<file path="config.mk">
export PLATFORM = sky130hd
export DESIGN_NAME = addsub_simd_pipe
export DESIGN_NICKNAME = d
export VERILOG_FILES = /design/src/rtl/addsub_simd_pipe.sv
export SDC_FILE = /design/constraint.sdc
export NUM_CORES = 1
export LEC_CHECK = 0
export CORE_ASPECT_RATIO = 0.8
export CORE_MARGIN = 2
export CORE_UTILIZATION = 47
export DETAILED_ROUTE_END_ITERATION = 10
export MAX_ROUTING_LAYER = met4
export PLACE_DENSITY = 0.87
export SLEW_MARGIN = 20
export SYNTH_ARGS = -nofsm -noshare
export SYNTH_HDL_FRONTEND = slang
export SYNTH_SLANG_ARGS = --single-unit
</file>
<file path="constraint.sdc">
create_clock -name clock -period 3.3 [get_ports clock]
set_clock_uncertainty 0.2 [all_clocks]
set_input_delay 0.66 -clock clock [delete_from_list [all_inputs] [get_ports clock]]
set_output_delay 0.66 -clock clock [all_outputs]
set_load 0.1 [all_outputs]
</file>
<file path="src/rtl/addsub_simd_pipe.sv">
// N-lane signed add/subtract pipeline with wrap or saturate arithmetic,
// clock-enable stall, valid tracking and per-lane overflow (live and sticky).
module addsub_simd_pipe #(
  parameter int WIDTH   = 8,
  parameter int LANES   = 4,
  parameter int LATENCY = 2,
  parameter int SAT     = 0
) (
  input  logic                     clock,
  input  logic                     reset,
  input  logic                     en,
  input  logic                     clr,
  input  logic                     in_valid,
  input  logic                     op,
  input  logic [WIDTH*LANES-1:0]   a,
  input  logic [WIDTH*LANES-1:0]   b,
  output logic                     out_valid,
  output logic [WIDTH*LANES-1:0]   y,
  output logic [LANES-1:0]         ovf,
  output logic [LANES-1:0]         ovf_sticky
);

  localparam int VW = WIDTH * LANES;
  localparam logic signed [WIDTH-1:0] SMAX = {1'b0, {(WIDTH-1){1'b1}}};
  localparam logic signed [WIDTH-1:0] SMIN = {1'b1, {(WIDTH-1){1'b0}}};

  function automatic logic signed [WIDTH:0] lane_sum(input logic sub,
                                                     input logic signed [WIDTH-1:0] x,
                                                     input logic signed [WIDTH-1:0] z);
    logic signed [WIDTH:0] xe;
    logic signed [WIDTH:0] ze;
    xe = {x[WIDTH-1], x};
    ze = {z[WIDTH-1], z};
    return sub ? (xe - ze) : (xe + ze);
  endfunction

  function automatic logic lane_ovf(input logic signed [WIDTH:0] r);
    return r[WIDTH] != r[WIDTH-1];
  endfunction

  function automatic logic signed [WIDTH-1:0] lane_round(input logic signed [WIDTH:0] r);
    if (SAT != 0 && lane_ovf(r))
      return r[WIDTH] ? SMIN : SMAX;
    return r[WIDTH-1:0];
  endfunction

  logic          src_vld;
  logic          src_op;
  logic [VW-1:0] src_a;
  logic [VW-1:0] src_b;

  // Operand delay stages: LATENCY-1 registers ahead of the output register.
  if (LATENCY > 1) begin : g_stages
    localparam int DEPTH = LATENCY - 1;
    logic [VW-1:0] a_p   [DEPTH];
    logic [VW-1:0] b_p   [DEPTH];
    logic          op_p  [DEPTH];
    logic          vld_p [DEPTH];

    always_ff @(posedge clock) begin
      if (reset) begin
        for (int i = 0; i < DEPTH; i++) vld_p[i] <= 1'b0;
      end else if (en) begin
        vld_p[0] <= in_valid;
        for (int i = 1; i < DEPTH; i++) vld_p[i] <= vld_p[i-1];
      end
    end

    always_ff @(posedge clock) begin
      if (en) begin
        if (in_valid) begin
          a_p[0]  <= a;
          b_p[0]  <= b;
          op_p[0] <= op;
        end
        for (int i = 1; i < DEPTH; i++) begin
          if (vld_p[i-1]) begin
            a_p[i]  <= a_p[i-1];
            b_p[i]  <= b_p[i-1];
            op_p[i] <= op_p[i-1];
          end
        end
      end
    end

    assign src_vld = vld_p[DEPTH-1];
    assign src_op  = op_p[DEPTH-1];
    assign src_a   = a_p[DEPTH-1];
    assign src_b   = b_p[DEPTH-1];
  end else begin : g_direct
    assign src_vld = in_valid;
    assign src_op  = op;
    assign src_a   = a;
    assign src_b   = b;
  end

  logic [VW-1:0]           y_nxt;
  logic [LANES-1:0]        ovf_nxt;
  logic [LANES-1:0]        set_evt;
  logic signed [WIDTH:0]   lane_r;

  // Lane arithmetic feeding the output register.
  always_comb begin
    y_nxt   = '0;
    ovf_nxt = '0;
    lane_r  = '0;
    for (int l = 0; l < LANES; l++) begin
      lane_r                     = lane_sum(src_op, src_a[l*WIDTH +: WIDTH], src_b[l*WIDTH +: WIDTH]);
      y_nxt[l*WIDTH +: WIDTH]    = lane_round(lane_r);
      ovf_nxt[l]                 = lane_ovf(lane_r);
    end
    set_evt = (en && src_vld) ? ovf_nxt : '0;
  end

  // Output stage: y/ovf hold across bubbles; sticky set beats clr.
  always_ff @(posedge clock) begin
    if (reset) begin
      out_valid  <= 1'b0;
      y          <= '0;
      ovf        <= '0;
      ovf_sticky <= '0;
    end else begin
      if (en) begin
        out_valid <= src_vld;
        if (src_vld) begin
          y   <= y_nxt;
          ovf <= ovf_nxt;
        end
      end
      ovf_sticky <= (clr ? '0 : ovf_sticky) | set_evt;
    end
  end

endmodule

</file>
==> reports/metrics.csv, run 1 <==
metric;value;unit
switching_power;1.306;mW
grt_pass1_vias;3962;
h-tree-depth;3;
core;0.01102;mm^2
hold_slack;250.9;ps
die_y;99.74;um
regArea;0.002803;mm^2
clockBufferDepth;2;
path_clk_slew;70;ps
switching_share;0.3364;
grt_usage;0.1997;
die_area;0.01234;mm^2
cts.sink_count;107;
hold_violations;0;
final_nets;721;
synth_top_cell_area_share;0.3680;
insertion_delay;350;ps
drive_gt1_frac;0.1120;
dp_slack;-17.32;ps
num_io_pins;111;
leakagePower;2.631;nW
cts_tree;yes;
antenna_left;0;
yosysWarnings;0;
required;3320;ps
p_clk_frac;0.270;
via_per_inst;5.367;
synth_area_leaders;edfxtp_1 (37%), dfxtp_1 (15%), ha_1 (8.4%);
max_freq;0.3244;GHz
multiInputGateArea;0.002445;mm^2
synth_top_cell_by_area;edfxtp_1;
synth_ff_type;edfxtp_1;
n_antenna_cell;0;
slew_headroom;0.6381;
drc;0;
wl;11740;um
holdPathEnd;y[6];
area_delta_synth_final;27.76;%
ys_async_sr_fraction;0;
grt_pass1_wl;18600;um
cap_violations;0;
drt_pass1_iterations;4;
overflow;0;
die_w;123.7;um
placementRows;34;
gp_congestion;0.8889;
io_buffers;110;
ys_types;40;
wl_per_cell;15.44;um
fin_crit_sh;0.9342;
antenna_found_initial;0;
setup_viol;0;
endpoint_kind;register;
seqPwrFrac;0.412;
postSynthAreaPerCell;10.77;um^2
top_layer_used;met4;
wl_met1;4854;um
layout_min_cycle_time;3083;ps
reg2reg_slack;220;ps
power_density;564.1;mW/mm^2
intPower;2.575;mW
r2r-end;ovf_sticky[1];
crit_fanout;6;
synth_area;0.005385;mm^2
crit_arrival;3110;ps
reg2regPathDepth;10;
grt_max_degree;67;
slew_violations;0;
outcome;finished, final reports clean;
holdPathStages;2;
initial_core_util;0.4888;
finalWorstSetupSlack;217.1;ps
regToRegStartpoint;g_stages.b_p[0][11];
cts_buffers;9;
synth-seq-cells;107;
vias;4079;
rsz0062_at_grt;no;
startpoint_type;register;
synthesis.nets;610;
p_comb_frac;0.318;
synth_edf_count;66;
dp_hpwl;8910;um
path_class;reg -> reg;
synth_cells;500;
post_cts_buffers;0;
ys_seq_area_frac;0.5204;
hold_start;y[6];
wl_met2;5938;um
dr_wl_met3;784;um
holdCritPathClass;reg -> reg;
drtIter0Drc;284;
root_buffer;clkbuf_16;
fillers;886;
ir_worst_vdd;0.0002663;V
worstMarginPinSlew;541.6;ps
==> sequential cells by signal (all words and copies together) (netlist names) <==
register        flops
ovf                 4
out_valid           1
g_stages.b_p       32
ovf_sticky          4
g_stages.op_p       1
g_stages.a_p       32
g_stages.vld_p      1
y                  32
==> power groups by stage <==
stage	logic, mW	registers (mW)	clock network, mW
2_1_floorplan	0.606	1.93	0
3_3_place_gp	1.19	1.62	0
3_5_place_dp	1.23	1.63	0
4_1_cts	1.24	1.60	1.07
5_1_grt	1.33	1.61	1.12
6_report	1.23	1.60	1.05
==> cell usage in the layout, fill, tap and decap left out, types with 24 or more instances in the layout <==
| master | instances |
|---|---|
| edfxtp_1 | 66 |
| o21ai_0 | 24 |
| inv_1 | 24 |
| a21oi_1 | 48 |
| ha_1 | 36 |
| nand2_1 | 32 |
| xnor2_1 | 44 |
| buf_4 | 46 |
| nor2_1 | 52 |
| clkdlybuf4s50_1 | 69 |
| dfxtp_1 | 41 |
==> cells by family after synthesis <==
logic type / count (synthesis) / synth area share
AO/OA/AOI/OAI: 119 / 0.1373
buffers and inverters: 41 / 0.02881
flip-flops: 107 / 0.5204
AND/OR/NAND/NOR: 136 / 0.1187
multiplexers: 4 / 0.007435
adder cells (fa/ha/maj): 40 / 0.09851
XOR/XNOR: 53 / 0.08875
==> what timing repair did <==
action / in CTS / in global routing
endpoints found under the hold margin: 0 / 0
hold buffers: 0 / 0
endpoints found under the setup margin: 1 / 3
gates cloned: 0 / 0
gates resized for setup: 1 / 2
pin swaps: 0 / 2
==> routing by layer <==
layer / track usage / up-vias
met2: 0.3423 / 110
met3: 0.05103 / 20
met4: 0.05944 / 0
met5: - / -
met1: 0.2299 / 1937
li1: - / 2012
==> cells in the mapped netlist, types with 2 or more instances <==
master     n
a41oi_1    2
xnor2_1   44
a211oi_1  17
nor2_1    52
xor2_1     8
a21oi_1   48
o21a_1     4
fa_1       4
nor3b_1    2
a31oi_1    5
nor4_1     2
a21o_1     6
and2_1     5
a32oi_1    6
mux2i_1    4
and3_1     3
o21ai_0   24
inv_1     24
nand2b_1  10
clkbuf_1  16
a2111o_1   3
dfxtp_1   41
edfxtp_1  66
ha_1      36
nand2_1   32
nor3_1    15
nand3b_1   8
==> layout make-up <==
| cell class | count | area share |
|---|---|---|
| Sequential cell | 107 | 0.4073 |
| Inverter | 24 | 0.01309 |
| Clock inverter | 6 | 0.008365 |
| Multi-Input combinational cell | 352 | 0.3553 |
| Timing Repair Buffer | 117 | 0.1564 |
| Clock buffer | 10 | 0.03328 |
| Tap cell | 144 | 0.02619 |
==> metrics by stage <==
step                instance area [um^2]  utilization  power, mW  instances  TNS, ps
CTS                                 6869       0.6234      3.907        760        0
global route                        6880       0.6245      4.062        760        0
global placement                    6578       0.5970      2.808        744        0
floorplan                           5385            -      2.541        500        0
finish                              6880       0.6245      3.881        760        0
detailed placement                  6578       0.5970      2.857        744   -17.32
==> worst max-delay path, cell delays in order (launching register included) <==
cell      delay [ps]
edfxtp_1         430
nor3_1           430
a21oi_1          180
xnor2_1          230
ha_1             340
and3_1           180
a32oi_1          250
a32oi_1          180
xnor2_1          280
xnor2_1          160
o21ai_0          100
==> worst max-delay path by stage <==
stage                        startpoint             to  slack [ps]  cells past startpoint
global placement    g_stages.b_p[0][24]         ovf[3]         170                     11
finish              g_stages.b_p[0][11]  ovf_sticky[1]         220                     10
CTS                 g_stages.b_p[0][24]         ovf[3]         120                     11
detailed placement  g_stages.b_p[0][24]         ovf[3]         -20                     11
floorplan              g_stages.op_p[0]         ovf[3]           5                     12
global route         g_stages.b_p[0][0]         ovf[0]          70                     11
(Power assumes the default switching activity.)
==> run 2, diff against run 1 <==
- CORE_MARGIN: 2 -> not set
==> run 2 against run 1 <==
Against the previous run:
- non-clock buffer count rose by 5
- sequential cell count did not move
- routed wire length fell by 3.6%
- sequential share of layout area fell by 0.18 points
- worst setup slack got worse by 140 ps
- critical path type unchanged
- cell area rose by 0.44%
- fmax fell by 4.5%
- critical endpoint is now ovf[3]
- largest cell class unchanged
- total power fell by 1.2%
==> reports/metrics.csv, run 2 (synthesis results as in run 1) <==
metric;value;unit
finalWorstSetupSlack;72.66;ps
die_y;97.74;um
leakagePower;2.643;nW
drive_gt1_frac;0.1192;
required;3360;ps
dp_hpwl;8434;um
slew_headroom;0.6703;
insertion_delay;340;ps
p_total;3.833;mW
via_per_inst;5.246;
power_density;554.6;mW/mm^2
overflow;0;
initial_core_util;0.4888;
slew_violations;0;
wl;11320;um
cap_violations;0;
final_cell_mix;clkdlybuf4s50_1 (69), edfxtp_1 (66), nor2_1 (52), buf_4 (51), a21oi_1 (48);
path_clk_slew;70;ps
hold_violations;0;
wl_per_cell;14.79;um
area_delta_synth_final;28.32;%
num_io_pins;111;
crit_arrival;3290;ps
dp_slack;-11.01;ps
dp.cells;745;
startpoint_type;register;
antenna_left;0;
grt_pass1_vias;4085;
cts.sink_count;107;
n_antenna_cell;0;
grt_usage;0.2042;
antenna_found_initial;0;
layout_min_cycle_time;3227;ps
io_buffers;110;
worstMarginPinSlew;493.1;ps
fin_cells;765;
clockBufferDepth;2;
dr_wl_met3;543;um
final_nets;726;
setup_viol;0;
max_freq;0.3099;GHz
wl_met1;5142;um
ir_worst_vdd;0.0002892;V
path_class;reg -> reg;
drt_pass1_iterations;4;
hold_slack;255.4;ps
die_area;0.01189;mm^2
endpoint_kind;register;
gp_congestion;0.8329;
vias;4013;
grt_max_degree;67;
cts_tree;yes;
largestRegisters;g_stages.a_p: 32 flops, g_stages.b_p: 32 flops, y: 32 flops;
drtIter0Drc;170;
holdCritPathClass;reg -> reg;
fin_crit_sh;0.9780;
core;0.01102;mm^2
placementRows;34;
crit_fanout;5;
wl_met2;5484;um
postCtsHoldBufs;0;
root_buffer;clkbuf_16;
outcome;finished, final reports clean;
top_layer_used;met4;
drc;0;
die_w;121.7;um
cts_buffers;9;
layout_commonest_cell;clkdlybuf4s50_1;
h-tree-depth;3;
grt_pass1_wl;18520;um
rsz0062_at_grt;yes;
-- run 2: worst paths after layout --
kind	from	end	depth (start not counted)	slack, ps
min reg2reg	y[14]	y[14]	2	260
min	y[14]	y[14]	2	260
max reg2reg	g_stages.b_p[0][26]	ovf[3]	10	70
max	g_stages.b_p[0][26]	ovf[3]	10	70
-- run 2: per-stage QoR --
step	instance area (um^2)	utilization	setup TNS [ps]
after global placement	6585	0.5977	0
final	6910	0.6272	0
after detailed placement	6585	0.5977	-11.01
after CTS	6869	0.6234	0
after floorplan	5385	-	0
after global routing	6910	0.6272	-37.15
-- run 2: what timing repair did --
item / CTS / global route
buffers inserted: 0 / 4
resized for setup: 1 / 2
endpoints found under the setup margin: 1 / 4
pin swaps: 0 / 1
endpoints found under the hold margin: 0 / 0
-- run 2: layout make-up --
type                            instances  area [um^2]
Clock buffer                           10        239.0
Clock inverter                          6        40.04
Fill cell                             890         4108
Inverter                               24        90.09
Multi-Input combinational cell        352         2445
Sequential cell                       107         2803
Tap cell                              144        180.2
Timing Repair Buffer                  122         1114
-- run 2: routing by layer --
layer  up-vias  global-route usage
li1       2022                   -
met1      1871              0.2477
met2       101              0.3431
met3        19             0.04614
met4         0             0.05033
met5         -                   -
-- run 2: report_power, final --
part | switching, mW | total (mW) | internal [mW]
combinational | 0.765 | 1.24 | 0.472
clock | 0.470 | 1.00 | 0.531
sequential | 0.0665 | 1.59 | 1.53
total | 1.30 | 3.83 | 2.53
-- run 2: critical path, stage by stage, from the launching register on --
cell and delay (ps):
edfxtp_1 470, nor4_1 460, a21oi_1 150, xnor2_1 140, ha_1 360, o21ai_0 120
a21oi_1 200, o41ai_2 120, xor2_1 230, xnor3_1 460, a211oi_2 230
